`config.mk`:
```
export PLATFORM = sky130hd
export DESIGN_NAME = dmem_mmio_bridge
export DESIGN_NICKNAME = d
export VERILOG_FILES = /design/src/rtl/dmem_mmio_bridge_pkg.sv /design/src/rtl/dmem_mmio_bridge_byte_fifo.sv /design/src/rtl/dmem_mmio_bridge.sv
export SDC_FILE = /design/constraint.sdc
export NUM_CORES = 1
export LEC_CHECK = 0
export ABC_AREA = 1
export BUFFER_PORTS_ARGS = -buffer_cell sky130_fd_sc_hd__buf_2
export CAP_MARGIN = 20
export CORE_ASPECT_RATIO = 1.4
export CORE_UTILIZATION = 60
export DETAILED_ROUTE_END_ITERATION = 12
export MAX_ROUTING_LAYER = met4
export PLACE_DENSITY_LB_ADDON = 0.1
export REMOVE_ABC_BUFFERS = 1
export SLEW_MARGIN = 20
export SYNTH_ARGS = -nofsm -noshare
export SYNTH_HDL_FRONTEND = slang
export SYNTH_HIERARCHICAL = 1
export SYNTH_SLANG_ARGS = --single-unit
```
`constraint.sdc`:
```
create_clock -name clock -period 4.65 [get_ports clock]
set_input_delay 0.2325 -clock clock [delete_from_list [all_inputs] [get_ports clock]]
set_output_delay 0.2325 -clock clock [all_outputs]
set_load 0.005 [all_outputs]
```
`src/rtl/dmem_mmio_bridge_pkg.sv`:
```
// Shared MMIO address map for the data-memory bridge, the assembler test programs and the synth.
// The processor reaches this window with negative immediates, e.g. sw to -1(r0).
package mmio_defs;

    localparam logic [23:0] MMIO_PREFIX   = 24'hFFFFFF;
    localparam logic [7:0]  OFF_RX_DATA   = 8'hFF;
    localparam logic [7:0]  OFF_RX_STATUS = 8'hFE;
    localparam logic [7:0]  OFF_NOTE_OUT  = 8'hFD;
    localparam logic [7:0]  OFF_CYCLES    = 8'hFC;

    typedef enum logic [2:0] {
        REG_NONE,
        REG_RX_DATA,
        REG_RX_STATUS,
        REG_NOTE_OUT,
        REG_CYCLES
    } mmio_reg_e;

    function automatic mmio_reg_e decode_offset(input logic [7:0] off);
        case (off)
            OFF_RX_DATA:   return REG_RX_DATA;
            OFF_RX_STATUS: return REG_RX_STATUS;
            OFF_NOTE_OUT:  return REG_NOTE_OUT;
            OFF_CYCLES:    return REG_CYCLES;
            default:       return REG_NONE;
        endcase
    endfunction

endpackage

```
`src/rtl/dmem_mmio_bridge_byte_fifo.sv`:
```
// Synchronous byte FIFO for received MIDI data; simultaneous push and pop are legal,
// including a push while full when the same edge also pops.
module byte_fifo #(
    parameter int DEPTH = 16
) (
    input  logic                     clock,
    input  logic                     reset,
    input  logic                     push,
    input  logic                     pop,
    input  logic [7:0]               din,
    output logic [7:0]               dout,
    output logic                     empty,
    output logic                     full,
    output logic [$clog2(DEPTH):0]   count
);

    localparam int AW = $clog2(DEPTH);

    logic [7:0]    mem_q [DEPTH];
    logic [AW-1:0] wr_ptr_q, wr_ptr_d;
    logic [AW-1:0] rd_ptr_q, rd_ptr_d;
    logic [AW:0]   count_q, count_d;
    logic          do_push, do_pop;

    assign empty = (count_q == '0);
    assign full  = (count_q == (AW+1)'(DEPTH));
    assign count = count_q;
    assign dout  = mem_q[rd_ptr_q];

    // A full FIFO still accepts a byte when the same edge frees a slot.
    assign do_pop  = pop & ~empty;
    assign do_push = push & (~full | do_pop);

    always_comb begin
        wr_ptr_d = wr_ptr_q;
        rd_ptr_d = rd_ptr_q;
        count_d  = count_q;
        if (do_push) wr_ptr_d = wr_ptr_q + AW'(1);
        if (do_pop)  rd_ptr_d = rd_ptr_q + AW'(1);
        case ({do_push, do_pop})
            2'b10:   count_d = count_q + (AW+1)'(1);
            2'b01:   count_d = count_q - (AW+1)'(1);
            default: count_d = count_q;
        endcase
    end

    always_ff @(posedge clock or posedge reset) begin
        if (reset) begin
            wr_ptr_q <= '0;
            rd_ptr_q <= '0;
            count_q  <= '0;
        end else begin
            wr_ptr_q <= wr_ptr_d;
            rd_ptr_q <= rd_ptr_d;
            count_q  <= count_d;
        end
    end

    always_ff @(posedge clock) begin
        if (do_push) mem_q[wr_ptr_q] <= din;
    end

endmodule

```
`src/rtl/dmem_mmio_bridge.sv`:
```
// Data-memory port bridge: RAM passthrough plus the MMIO window (MIDI RX FIFO, status,
// note output, cycle counter), with read data registered to match the RAM's one-cycle latency.
module dmem_mmio_bridge
    import mmio_defs::*;
#(
    parameter int DEPTH         = 16,
    parameter int RAM_ADDR_BITS = 12
) (
    input  logic                     clock,
    input  logic                     reset,
    input  logic [31:0]              address_dmem,
    input  logic [31:0]              data,
    input  logic                     wren,
    input  logic                     rden,
    output logic [31:0]              q_dmem,
    output logic [RAM_ADDR_BITS-1:0] ram_addr,
    output logic [31:0]              ram_data,
    output logic                     ram_wren,
    input  logic [31:0]              ram_q,
    input  logic                     rx_valid,
    input  logic [7:0]               rx_byte,
    output logic [31:0]              note_out,
    output logic                     note_strobe
);

    localparam int CW = $clog2(DEPTH) + 1;

    logic            is_mmio;
    mmio_reg_e       sel;
    logic            st_status, st_note, st_cycles;
    logic            fifo_pop, fifo_empty, fifo_full;
    logic [7:0]      fifo_dout;
    logic [CW-1:0]   fifo_count;
    logic [7:0]      count8;
    logic            overflow_evt;

    logic [31:0]     rd_q, rd_d;
    logic            reg_is_mmio_q;
    logic            ovf_q, ovf_d;
    logic [31:0]     note_q, note_d;
    logic            strobe_q, strobe_d;
    logic [31:0]     cycles_q, cycles_d;

    assign is_mmio = (address_dmem[31:8] == MMIO_PREFIX);
    assign sel     = is_mmio ? decode_offset(address_dmem[7:0]) : REG_NONE;

    assign ram_addr = address_dmem[RAM_ADDR_BITS-1:0];
    assign ram_data = data;
    assign ram_wren = wren & ~is_mmio;

    assign st_status = wren & (sel == REG_RX_STATUS);
    assign st_note   = wren & (sel == REG_NOTE_OUT);
    assign st_cycles = wren & (sel == REG_CYCLES);

    // The M-stage address carries ALU results for every instruction, so only a real load pops;
    // a simultaneous store (illegal from the core) suppresses the pop.
    assign fifo_pop     = rden & ~wren & (sel == REG_RX_DATA) & ~fifo_empty;
    assign overflow_evt = rx_valid & fifo_full & ~fifo_pop;
    assign count8       = 8'(fifo_count);

    byte_fifo #(.DEPTH(DEPTH)) u_rx_fifo (
        .clock (clock),
        .reset (reset),
        .push  (rx_valid),
        .pop   (fifo_pop),
        .din   (rx_byte),
        .dout  (fifo_dout),
        .empty (fifo_empty),
        .full  (fifo_full),
        .count (fifo_count)
    );

    always_comb begin
        rd_d = '0;
        case (sel)
            REG_RX_DATA:   if (fifo_pop) rd_d = {23'b0, 1'b1, fifo_dout};
            REG_RX_STATUS: rd_d = {16'b0, count8, 6'b0, ovf_q, ~fifo_empty};
            REG_NOTE_OUT:  rd_d = note_q;
            REG_CYCLES:    rd_d = cycles_q;
            default:       rd_d = '0;
        endcase
    end

    always_comb begin
        ovf_d    = ovf_q;
        note_d   = note_q;
        strobe_d = 1'b0;
        cycles_d = cycles_q + 32'd1;
        if (overflow_evt)   ovf_d = 1'b1;
        else if (st_status) ovf_d = 1'b0;
        if (st_note) begin
            note_d   = data;
            strobe_d = 1'b1;
        end
        if (st_cycles) cycles_d = data;
    end

    // reg_is_mmio resets to 1 so q_dmem reads 0 out of reset regardless of what ram_q shows.
    always_ff @(posedge clock or posedge reset) begin
        if (reset) begin
            rd_q          <= '0;
            reg_is_mmio_q <= 1'b1;
            ovf_q         <= 1'b0;
            note_q        <= '0;
            strobe_q      <= 1'b0;
            cycles_q      <= '0;
        end else begin
            rd_q          <= rd_d;
            reg_is_mmio_q <= is_mmio;
            ovf_q         <= ovf_d;
            note_q        <= note_d;
            strobe_q      <= strobe_d;
            cycles_q      <= cycles_d;
        end
    end

    assign q_dmem      = reg_is_mmio_q ? rd_q : ram_q;
    assign note_out    = note_q;
    assign note_strobe = strobe_q;

endmodule

```
==> impl_results.md <==
* Worst Hold Class: in2reg
* Number of synthesized flops with an enable pin at 128
* Routed vias at 9023
* Die X-Extent at 120 microns
* Peak Freq at 0.376 GHz
* Clock Skew at 0.0100 ns
* WL per Instance at 17.8 microns
* Cell count after synthesis at 1186
* Pwr Density at 317 nW/um^2
* Synth top cells by count: nand2_1, nor2_1, edfxtp_1
* Leak Pwr at 5.83 nW
* Initial antenna violation count at 0
* First drt pass iteration count at 5
* Clk_lat worst skew at 0.51 ns
* # diodes at 0
* CP most frequent cell: nor2_1
* Worst endpoint required time at 4.79 ns
* Hold Path Origin: data[14]
* H-tree depth at 1
* IO Port Bufs at 218
* Reg-to-Reg Start: u_rx_fifo/count[0]
* Flop pwr share at 52.6%
* Final setup vio count at 0
* Sequential area share after synthesis at 57.3%
* Final std cells w/o fill at 1634
* Top_reg_cell synth: edfxtp_1
* Fin. Hold Viols at 0
* Hold depth at 3
* Placed Instances at 1562
* Worst-margin pin slew at 0.918 ns
* Crit share post-route at 57.3%
* Clock power frac at 43.1%
* Largest area contributor in the netlist: edfxtp_1
* Psw at 872 uW
* Clock Tree Buf Depth at 3
* Chip Height at 167 microns
* Vias in the first global route at 9069
* Drt via density at 5.52
* Top cell type's share of synthesized area at 33.1%
* Hold WS at 0.00980 ns
* CP Launch Point: u_rx_fifo/count[0]
* Max Cap Viol at 0
* Post-layout min period at 2.66 ns
* Congestion Overflow GR at 0
* FFs w/ async S/R, synth at 46.7%
* Starting Density at 61.9%
* Yosys reg bits at 240
* Slew Viols, Final at 0
* Syn Std Cell Area at 11600 sq um
* Area grow syn2layout at 16.1%
* Post_cts resized at 0
* Total track usage at 30.4%
* Clk sink count at 240
* RD Place Congestion at 0.974
* Avg Synthesized Cell Area at 9.78 sq um
* Sw Ratio at 20.5%
* Fill cell count at 1414
* WP data arrival at 2.80 ns
* Total power at 4.27 mW
* RSZ-0062 raised after global routing: false
* Setup crit end kind: flip-flop
* Max incr delay on CP at 0.62 ns
* Post-route ant nets at 0
* Worst ir drop on vdd at 365 uV
* Post-route setup TNS at 0 ns
* FP Rows at 59
* Post-DP HPWL at 20200 microns
* Global-route wire length before repair at 45800 microns
* Status: finished clean
* Critical Path Source Type: flip-flop
* DR iter-0 viols at 587
* Critical path class: reg2reg
* Comb pwr share at 4.3%
* Slew Limit Headroom at 38.8%
* Core area at 18800 sq um
* Crit Path Max Fanout at 12
* Cell variety after synth at 40
* DRC viols at 0
* Count leader, synth: nand2_1
* Critical-path top delay cell: nor2_1
* # nets final at 1494
* Cell-internal power at 3.39 mW
* CTS tree: done
* Clock slew at reported path FFs at 0.07 ns
* Proportion of layout cells with a drive suffix above 1 at 24.1%
* Worst R2R Path Depth at 13
* Clk root buf: clkbuf_16
* Largest net degree at the start of global routing at 75
* Worst-path cell chain: nor2_2 > nand3_2 > inv_1 > inv_1 > nand2_1 > nor2_1 > nand3_1 > nor2_1 > buf_4 > o21ai_2 > inv_2 > nand2_1 > nor2_1
* I/O pin count at 219
* Syn. warnings at 6
* CTS Buf Count at 23
* Die area at 19900 sq um
* Ranking of synthesized cells by area: edfxtp_1, dfrtp_1, nand2_1
* Post-Route WL at 29100 microns
## power by group through the flow
stage | Combinational, mW | Sequential (mW) | Clock, mW
final | 0.185 | 2.24 | 1.84
after global routing | 0.203 | 2.24 | 1.94
after CTS | 0.186 | 2.24 | 1.86
after detailed placement | 0.164 | 2.29 | 0
after global placement | 0.163 | 2.29 | 0
after floorplan | 0.0400 | 2.29 | 0
## routing by layer
layer  up-vias  track usage [%]  wire length (microns)
met2       352             53.9                  15300
met1      4262             33.6                  10900
li1       4306                -                      -
met4         0             15.3                   1530
met5         -                -                      0
met3       103             3.49                   1450
## layout make-up
cell class              count  area [sq um]  area share (%)
multi-input cells         764          3970            29.5
flip-flops and latches    240          6650            49.4
well taps                 244           305            2.27
inverters                  92           355            2.64
clock inverters            13           119           0.883
clock buffers              27           622            4.62
repair buffers            254          1440            10.7
## worst paths after layout
kind / endpoint / slack, ns
worst min register to register: ovf_q / 0.50
max in group asynchronous: note_out[19] / 3.22
worst max register to register: u_rx_fifo/mem_q[6][2] / 1.99
worst min-delay path: cycles_q[14] / 0.01
worst max-delay path: u_rx_fifo/mem_q[6][2] / 1.99
min in group asynchronous: u_rx_fifo/count[4] / 0.35
## cells in the final DEF (no fill, tap or decap), drive strengths merged
cell	instances
nand2	276
buf	222
nor2	156
edfxtp	128
o21ai	115
dfrtp	111
inv	90
nand3	57
o211ai	39
mux2	32
dlygate4sd3	32
clkbuf	27
o22ai	18
xor2	18
nor3	14
a21oi	12
clkinv	10
nand4	9
ha	9
xnor2	6
clkinvlp	3
nand3b	2
bufinv	2
dfstp	1
fa	1
## registers in the layout, indices dropped and copies added, names as in the netlist
| signal | count |
|---|---|
| u_rx_fifo/mem_q | 128 |
| cycles_q | 32 |
| note_out | 32 |
| rd_q | 32 |
| u_rx_fifo/count | 5 |
| u_rx_fifo/rd_ptr_q | 4 |
| u_rx_fifo/wr_ptr_q | 4 |
| note_strobe | 1 |
| ovf_q | 1 |
| reg_is_mmio_q | 1 |
## critical path, delay by kind of cell, from the launching register on
kind                   cells  cell delay, ns
AND/OR/NAND/NOR            8            1.29
buffers and inverters      4            0.46
flip-flops                 1            0.44
AO/OA/AOI/OAI              1            0.10
## kinds of logic (layout without fill, tap and decap cells)
family                   after synthesis  after routing  synth area share (%)
adder cells (fa/ha/maj)               10             10                  1.14
multiplexers                          32             32                  3.11
AO/OA/AOI/OAI                        184            184                  9.43
flip-flops                           240            240                  57.3
AND/OR/NAND/NOR                      514            514                  18.7
buffers and inverters                182            386                  8.47
XOR/XNOR                              24             24                  1.81
## stage by stage
stage          utilization, %  worst slack (ns)  instance area, sq um
2_1_floorplan               -              1.83                 11000
3_3_place_gp             66.1              2.14                 12400
3_5_place_dp             66.1              2.04                 12400
4_1_cts                  71.8              2.00                 13500
5_1_grt                  71.8              1.72                 13500
6_report                 71.8              1.99                 13500
## repair_timing
item / CTS / global route
buffers inserted: 0 / 0
endpoints found under the hold margin: 117 / 0
hold buffers: 32 / 0
(Power assumes the default switching activity.)
